## src/rtl/comp_serial_ctrl.sv

```systemverilog
// Bit-serial MSB-first magnitude compare sequencer for the 1-bit comparator cell.
// Optional COMP_EARLY_EXIT_EN: finish on the first mismatching bit.
module comp_serial_ctrl #(
    parameter int WIDTH = 4
) (
    input  logic             clk,
    input  logic             rst_n,
    input  logic             start,
    input  logic [WIDTH-1:0] A,
    input  logic [WIDTH-1:0] B,
    output logic             busy,
    output logic             done,
    output logic             Amaior,
    output logic             igual,
    output logic             Amenor
);

    localparam int IW = (WIDTH > 1) ? $clog2(WIDTH) : 1;

    typedef enum logic [1:0] {
        S_IDLE,
        S_SCAN,
        S_DONE
    } state_t;

    state_t          state;
    logic [IW-1:0]   idx;
    logic [WIDTH-1:0] a_r;
    logic [WIDTH-1:0] b_r;
    logic [WIDTH-1:0] a_sh;
    logic [WIDTH-1:0] b_sh;
    logic            abit;
    logic            bbit;
    logic            diff;
    logic            last;

    // Shift instead of indexing so WIDTH=1 needs no out-of-range select
    assign a_sh = a_r >> idx;
    assign b_sh = b_r >> idx;
    assign abit = a_sh[0];
    assign bbit = b_sh[0];
    assign diff = abit ^ bbit;
    assign last = (idx == '0);

`ifndef COMP_EARLY_EXIT_EN
    logic decided;
    logic gt;
    logic dec_n;
    logic gt_n;

    assign dec_n = decided | diff;
    assign gt_n  = decided ? gt : abit;
`endif

    always_ff @(posedge clk or negedge rst_n) begin
        if (!rst_n) begin
            state  <= S_IDLE;
            idx    <= '0;
            a_r    <= '0;
            b_r    <= '0;
            busy   <= 1'b0;
            done   <= 1'b0;
            Amaior <= 1'b0;
            igual  <= 1'b0;
            Amenor <= 1'b0;
`ifndef COMP_EARLY_EXIT_EN
            decided <= 1'b0;
            gt      <= 1'b0;
`endif
        end else begin
            case (state)
                S_IDLE: begin
                    done <= 1'b0;
                    if (start) begin
                        a_r   <= A;
                        b_r   <= B;
                        idx   <= IW'(WIDTH - 1);
                        busy  <= 1'b1;
                        state <= S_SCAN;
`ifndef COMP_EARLY_EXIT_EN
                        decided <= 1'b0;
                        gt      <= 1'b0;
`endif
                    end
                end
                S_SCAN: begin
`ifdef COMP_EARLY_EXIT_EN
                    if (diff) begin
                        Amaior <= abit;
                        igual  <= 1'b0;
                        Amenor <= bbit;
                        done   <= 1'b1;
                        state  <= S_DONE;
                    end else if (last) begin
                        Amaior <= 1'b0;
                        igual  <= 1'b1;
                        Amenor <= 1'b0;
                        done   <= 1'b1;
                        state  <= S_DONE;
                    end else begin
                        idx <= idx - IW'(1);
                    end
`else
                    // First mismatch wins; lower bits only advance the index
                    if (last) begin
                        Amaior <= dec_n & gt_n;
                        igual  <= ~dec_n;
                        Amenor <= dec_n & ~gt_n;
                        done   <= 1'b1;
                        state  <= S_DONE;
                    end else begin
                        decided <= dec_n;
                        gt      <= gt_n;
                        idx     <= idx - IW'(1);
                    end
`endif
                end
                S_DONE: begin
                    done  <= 1'b0;
                    busy  <= 1'b0;
                    state <= S_IDLE;
                end
                default: begin
                    state <= S_IDLE;
                    busy  <= 1'b0;
                    done  <= 1'b0;
                end
            endcase
        end
    end

endmodule

```

## config.mk

```make
export PLATFORM = sky130hd
export DESIGN_NAME = comp_serial_ctrl
export DESIGN_NICKNAME = d
export VERILOG_FILES = /design/src/rtl/comp_serial_ctrl.sv
export SDC_FILE = /design/constraint.sdc
export NUM_CORES = 1
export LEC_CHECK = 0
export ABC_AREA = 1
export CORE_UTILIZATION = 24
export CTS_BUF_LIST = sky130_fd_sc_hd__clkbuf_16
export CTS_CLUSTER_SIZE = 12
export DETAILED_ROUTE_END_ITERATION = 10
export GPL_ROUTABILITY_DRIVEN = 0
export SLEW_MARGIN = 20
export SYNTH_ARGS = -nofsm -noshare
export SYNTH_HDL_FRONTEND = slang
export SYNTH_SLANG_ARGS = --single-unit
```

## constraint.sdc

```tcl
create_clock -name clk -period 1.7 [get_ports clk]
set_input_delay 0.255 -clock clk [delete_from_list [all_inputs] [get_ports clk]]
set_output_delay 0.255 -clock clk [all_outputs]
set_load 0.03 [all_outputs]
```

Word-level counts from Yosys, hierarchy flattened
Cells that the tools add are included.
{ "totals": {"input_bits": 11, "out_inout_bits": 5, "wordCells": 49, "regBits": 19} }
{ "classes": {"mux": 16, "bitwise": 7, "reduce_logical": 8, "eq_ne": 4, "n_addsub": 1, "shifts": 2} }
{ "ops": {"columns": ["cell", "count"], "rows": [
  ["2-bit 2-to-1 mux", 4],
  ["2-bit case mux with 2 select lines", 2],
  ["2-bit AND reduction", 4],
  ["4-bit by 2-bit >> shifter with 1-bit output", 2],
  ["1-bit 2-to-1 mux", 7],
  ["2-bit inequality test, second input constant", 3],
  ["1-bit case mux with 2 select lines", 3],
  ["2-bit zero test", 2],
  ["1-bit inverter", 3],
  ["3-bit AND reduction", 1],
  ["1-bit bitwise AND", 2],
  ["2-bit by 1-bit equality test with 1-bit output, second input constant", 1],
  ["2-bit nonzero test", 1],
  ["2-bit by 1-bit subtractor with 2-bit output, second input constant", 1],
  ["1-bit bitwise OR", 1],
  ["1-bit bitwise XOR", 1]
]} }

Longest topological paths before layout
{ "logic_depth": {"word_depth": 5, "ltp_mapped": 10, "ltp_nobuf": 9} }

Least setup slack after synthesis
No wires, ideal clock.
{ "synth_path": {"kind": "reg2reg", "from": "register idx[0]", "to": "register Amaior", "required_time_ns": 1.635, "stages_incl_launch_ff": 10, "path_buffers": 1, "period_less_slack_ns": 1.320, "arrival_time_ns": 1.255, "setup_time_ns": 0.065, "path_slack_ns": 0.380, "path_cell_list": "dfrtp_1 -> buf_6 -> inv_8 -> ha_1 -> inv_1 -> nor2_2 -> inv_1 -> a21oi_1 -> nand2_1 -> nand2_1"} }
{ "synth_between": {"elab_chain_cells": 4, "word_cells_on_any_way": 8, "classes_between": "shift (2); mux (1); bitwise (3); reduce/logical (2)"} }
{ "synth_rtl": {"columns": ["item", "line_no", "source"], "rows": [
  ["from (decl)", "27", "logic [IW-1:0] idx;"],
  ["from (signal assigned)", "77", "idx <= IW'(WIDTH - 1);"],
  ["from (signal assigned)", "114", "idx <= idx - IW'(1);"],
  ["4-bit by 2-bit >> shifter with 1-bit output, on equally long branches", "38, 39", null],
  ["1-bit bitwise XOR", "42", "assign diff = abit ^ bbit;"],
  ["1-bit bitwise OR", "51", "assign dec_n = decided | diff;"],
  ["1-bit bitwise AND", "106", "Amaior <= dec_n & gt_n;"],
  ["to (signal assigned)", "106", null],
  ["to (decl)", "13", "output logic Amaior,"]
]} }
Parallel ways exist; a longest one is shown, timed or not.
A chain may end at the register's enable or synchronous reset.

Worst setup path in the final report
{ "layout_path": {"from": "register busy", "to": "output port busy"} }
{ "layout_rtl": {"columns": ["item", "line_no", "source"], "rows": [
  ["from (decl)", "11", "output logic busy,"],
  ["from (signal assigned)", "61", "busy <= 1'b0;"],
  ["from (signal assigned)", "78", "busy <= 1'b1;"],
  ["from (signal assigned)", "120", "busy <= 1'b0;"]
]} }
No word-level cell between the ends.

==> metrics.yaml <==
synth_nets: 114
cts_root_buf: "clkbuf_16"
skew_ns: 0.00235
path_depth: 1
synth-edff-count: 0
coreArea_mm2: 0.00380
grt_max_degree: 20
hold_viol: 0
crit_type: "reg -> out"
syn_inst: 102
power.density_mw_per_mm2: 2000
grt_pass1_wl_mm: 3.15
endpoint_kind: "primary output"
peakVddDrop_uv: 598
cts_tree: "yes"
met2_usage_pct: 14.4
use_met3_pct: 2.24
min_period_ns: 1.53
synth_area_um2: 985
use_met1_pct: 12.4
vias_per_cell: 4.13
yosysWarnings: 0
crit_family: "buffers and inverters"
antenna_found_initial: 0
start_util_pct: 25.9
busiest_layer: "met2"
rows: 22
worstPathArrival_ns: 1.28
firstDrtPassIters: 3
max_clock_freq_ghz: 0.652
drv_slew: 0
fin_setup_tns_ns: 0
synth_ff_type: "dfrtp_1"
clkTransAtPathRegs_ns: 0.05
ff_latch_area_um2: 477
cts.path.max_buffers: 2
avgSynthCellArea_um2: 9.65
htreeDepth: 1
cts_sinks: 19
num-fill-cells: 384
syn2layout_area_growth_pct: 28.1
crit_chain: "clkdlybuf4s50_1"
synth_seq_cells: 19
rsz0062_at_grt: "false"
wirelength_mm: 1.72
numCtsBuffers: 3
drtIter0Drc: 17
hp-class: "in -> async"
yosys-top-cells-area: "dfrtp_1 (48%), nand2_1 (11%), mux2_4 (6.1%)"
tightest_slew_ns: 0.309
synth_commonest_cells: "nand2_1 (30), dfrtp_1 (19), nand2_2 (8), inv_1 (6), nor2_1 (6)"
vias: 694
dieHeight_um: 66.1
outcome: "complete, no violations"
slew_headroom_pct: 79.3
die_area_mm2: 0.00436
wire_per_inst_um: 10.3
crit_fanout: 2
io_pins: 16
ys_seq_area_share_pct: 48.3
drc: 0
drive_gt1_share_pct: 29.2
yosys.area.top_type_share_pct: 48.3
period_share_pct: 90.2
setup_violations: 0
max_cap_violations: 0
crit_path_start_kind: "flop"
clkLatencyLatePin_ns: 0.25
leakage_nw: 0.620
totalPowerFinal_mw: 2.52
cp_slowest_cell: "clkdlybuf4s50_1"
post-cts-setup-buffer-count: 0
dp_hpwl_mm: 1.31
ys_types: 20
gr-total-overflow: 0
antennaDiodeCount: 0
r2r_cells: 8
grt_pass1_vias: 713
grtUsageTotal_pct: 9.91
drtAntennaViolNets: 0
nets: 133
ys_async_sr_fraction_pct: 100
port_buffers: 15
yosysTopAreaCell: "dfrtp_1"
cpPeakStageDelay_ns: 0.68
fp.dieW_um: 66.1
critPathBufInv: 1
synth_most_common_cell: "nand2_1"
multi_input_area_um2: 442
cp.required_ns: 1.44
metal layers:
metal	wire length, um	up-vias
met1	840	318
met3	55	5
met4	70	0
li1	-	357
met2	756	14
met5	0	-
final cells by class:
type | count | share of cell area, %
well taps | 48 | 4.76
multi-input cells | 71 | 35.0
flip-flops and latches | 19 | 37.8
clock inverters | 1 | 0.397
clock buffers | 3 | 5.95
inverters | 10 | 3.57
repair buffers | 16 | 12.5
flip-flops by register name, indices dropped and copies added (netlist names):
signal	flops
done	1
a_r	4
b_r	4
busy	1
idx	2
igual	1
Amenor	1
decided	1
Amaior	1
state	2
gt	1
metrics by stage:
step	hold WS (ns)	setup slack, ns	instances	util [%]	instance area, um2
final	0.323	0.166	168	33.2	1260
after global routing	0.395	0.0310	168	33.2	1260
after CTS	0.335	0.0813	168	33.2	1260
after detailed placement	0.471	0.105	164	31.1	1180
after global placement	0.467	0.123	164	31.1	1180
after floorplan	-0.0406	0.380	102	-	985
worst paths after layout:
check | end | slack [ns] | from
setup / recovery | busy | 0.17 | busy$_DFFE_PN0P_
hold / removal | b_r[3]$_DFFE_PN0P_ | 0.32 | rst_n
setup reg to reg | Amaior$_DFFE_PN0P_ | 0.18 | idx[0]$_DFFE_PN0P_
hold reg to reg | Amenor$_DFFE_PN0P_ | 0.48 | Amenor$_DFFE_PN0P_
max in group asynchronous | idx[0]$_DFFE_PN0P_ | 1.16 | rst_n
min in group clk | Amenor$_DFFE_PN0P_ | 0.48 | Amenor$_DFFE_PN0P_
timing repair:
item,CTS,global route
resized for setup,0,1
endpoints found under the setup margin,0,2
hold buffers,0,0
placed cells by master, fill, tap and decap left out:
master,count
a21oi_1,4
a22oi_1,1
buf_4,1
clkbuf_16,3
clkdlybuf4s50_1,15
clkinv_2,1
dfrtp_1,18
dfrtp_2,1
ha_1,1
inv_1,6
inv_2,3
inv_8,1
mux2_2,2
mux2_4,4
nand2_1,30
nand2_2,8
nand2_4,3
nand3_1,3
nand3_2,4
nand3_4,1
nand4_1,1
nor2_1,6
nor2_2,2
o21ai_2,1
cell families (layout without fill, tap and decap cells):
group                    count (synthesis)  count (layout)  share of synthesized area [%]
adder cells (fa/ha/maj)                  1               1                           1.27
AO/OA/AOI/OAI                            6               6                           3.69
AND/OR/NAND/NOR                         58              58                           31.5
multiplexers                             6               6                           8.39
flip-flops                              19              19                           48.3
buffers and inverters                   12              30                           6.86
power by group:
group | total, mW | leakage, nW | internal [mW] | switching [mW]
sequential | 0.864 | 0.224 | 0.669 | 0.195
clock | 0.487 | 0.0409 | 0.316 | 0.171
combinational | 1.17 | 0.355 | 0.506 | 0.665
No activity file was read; power rests on OpenSTA's default activity.
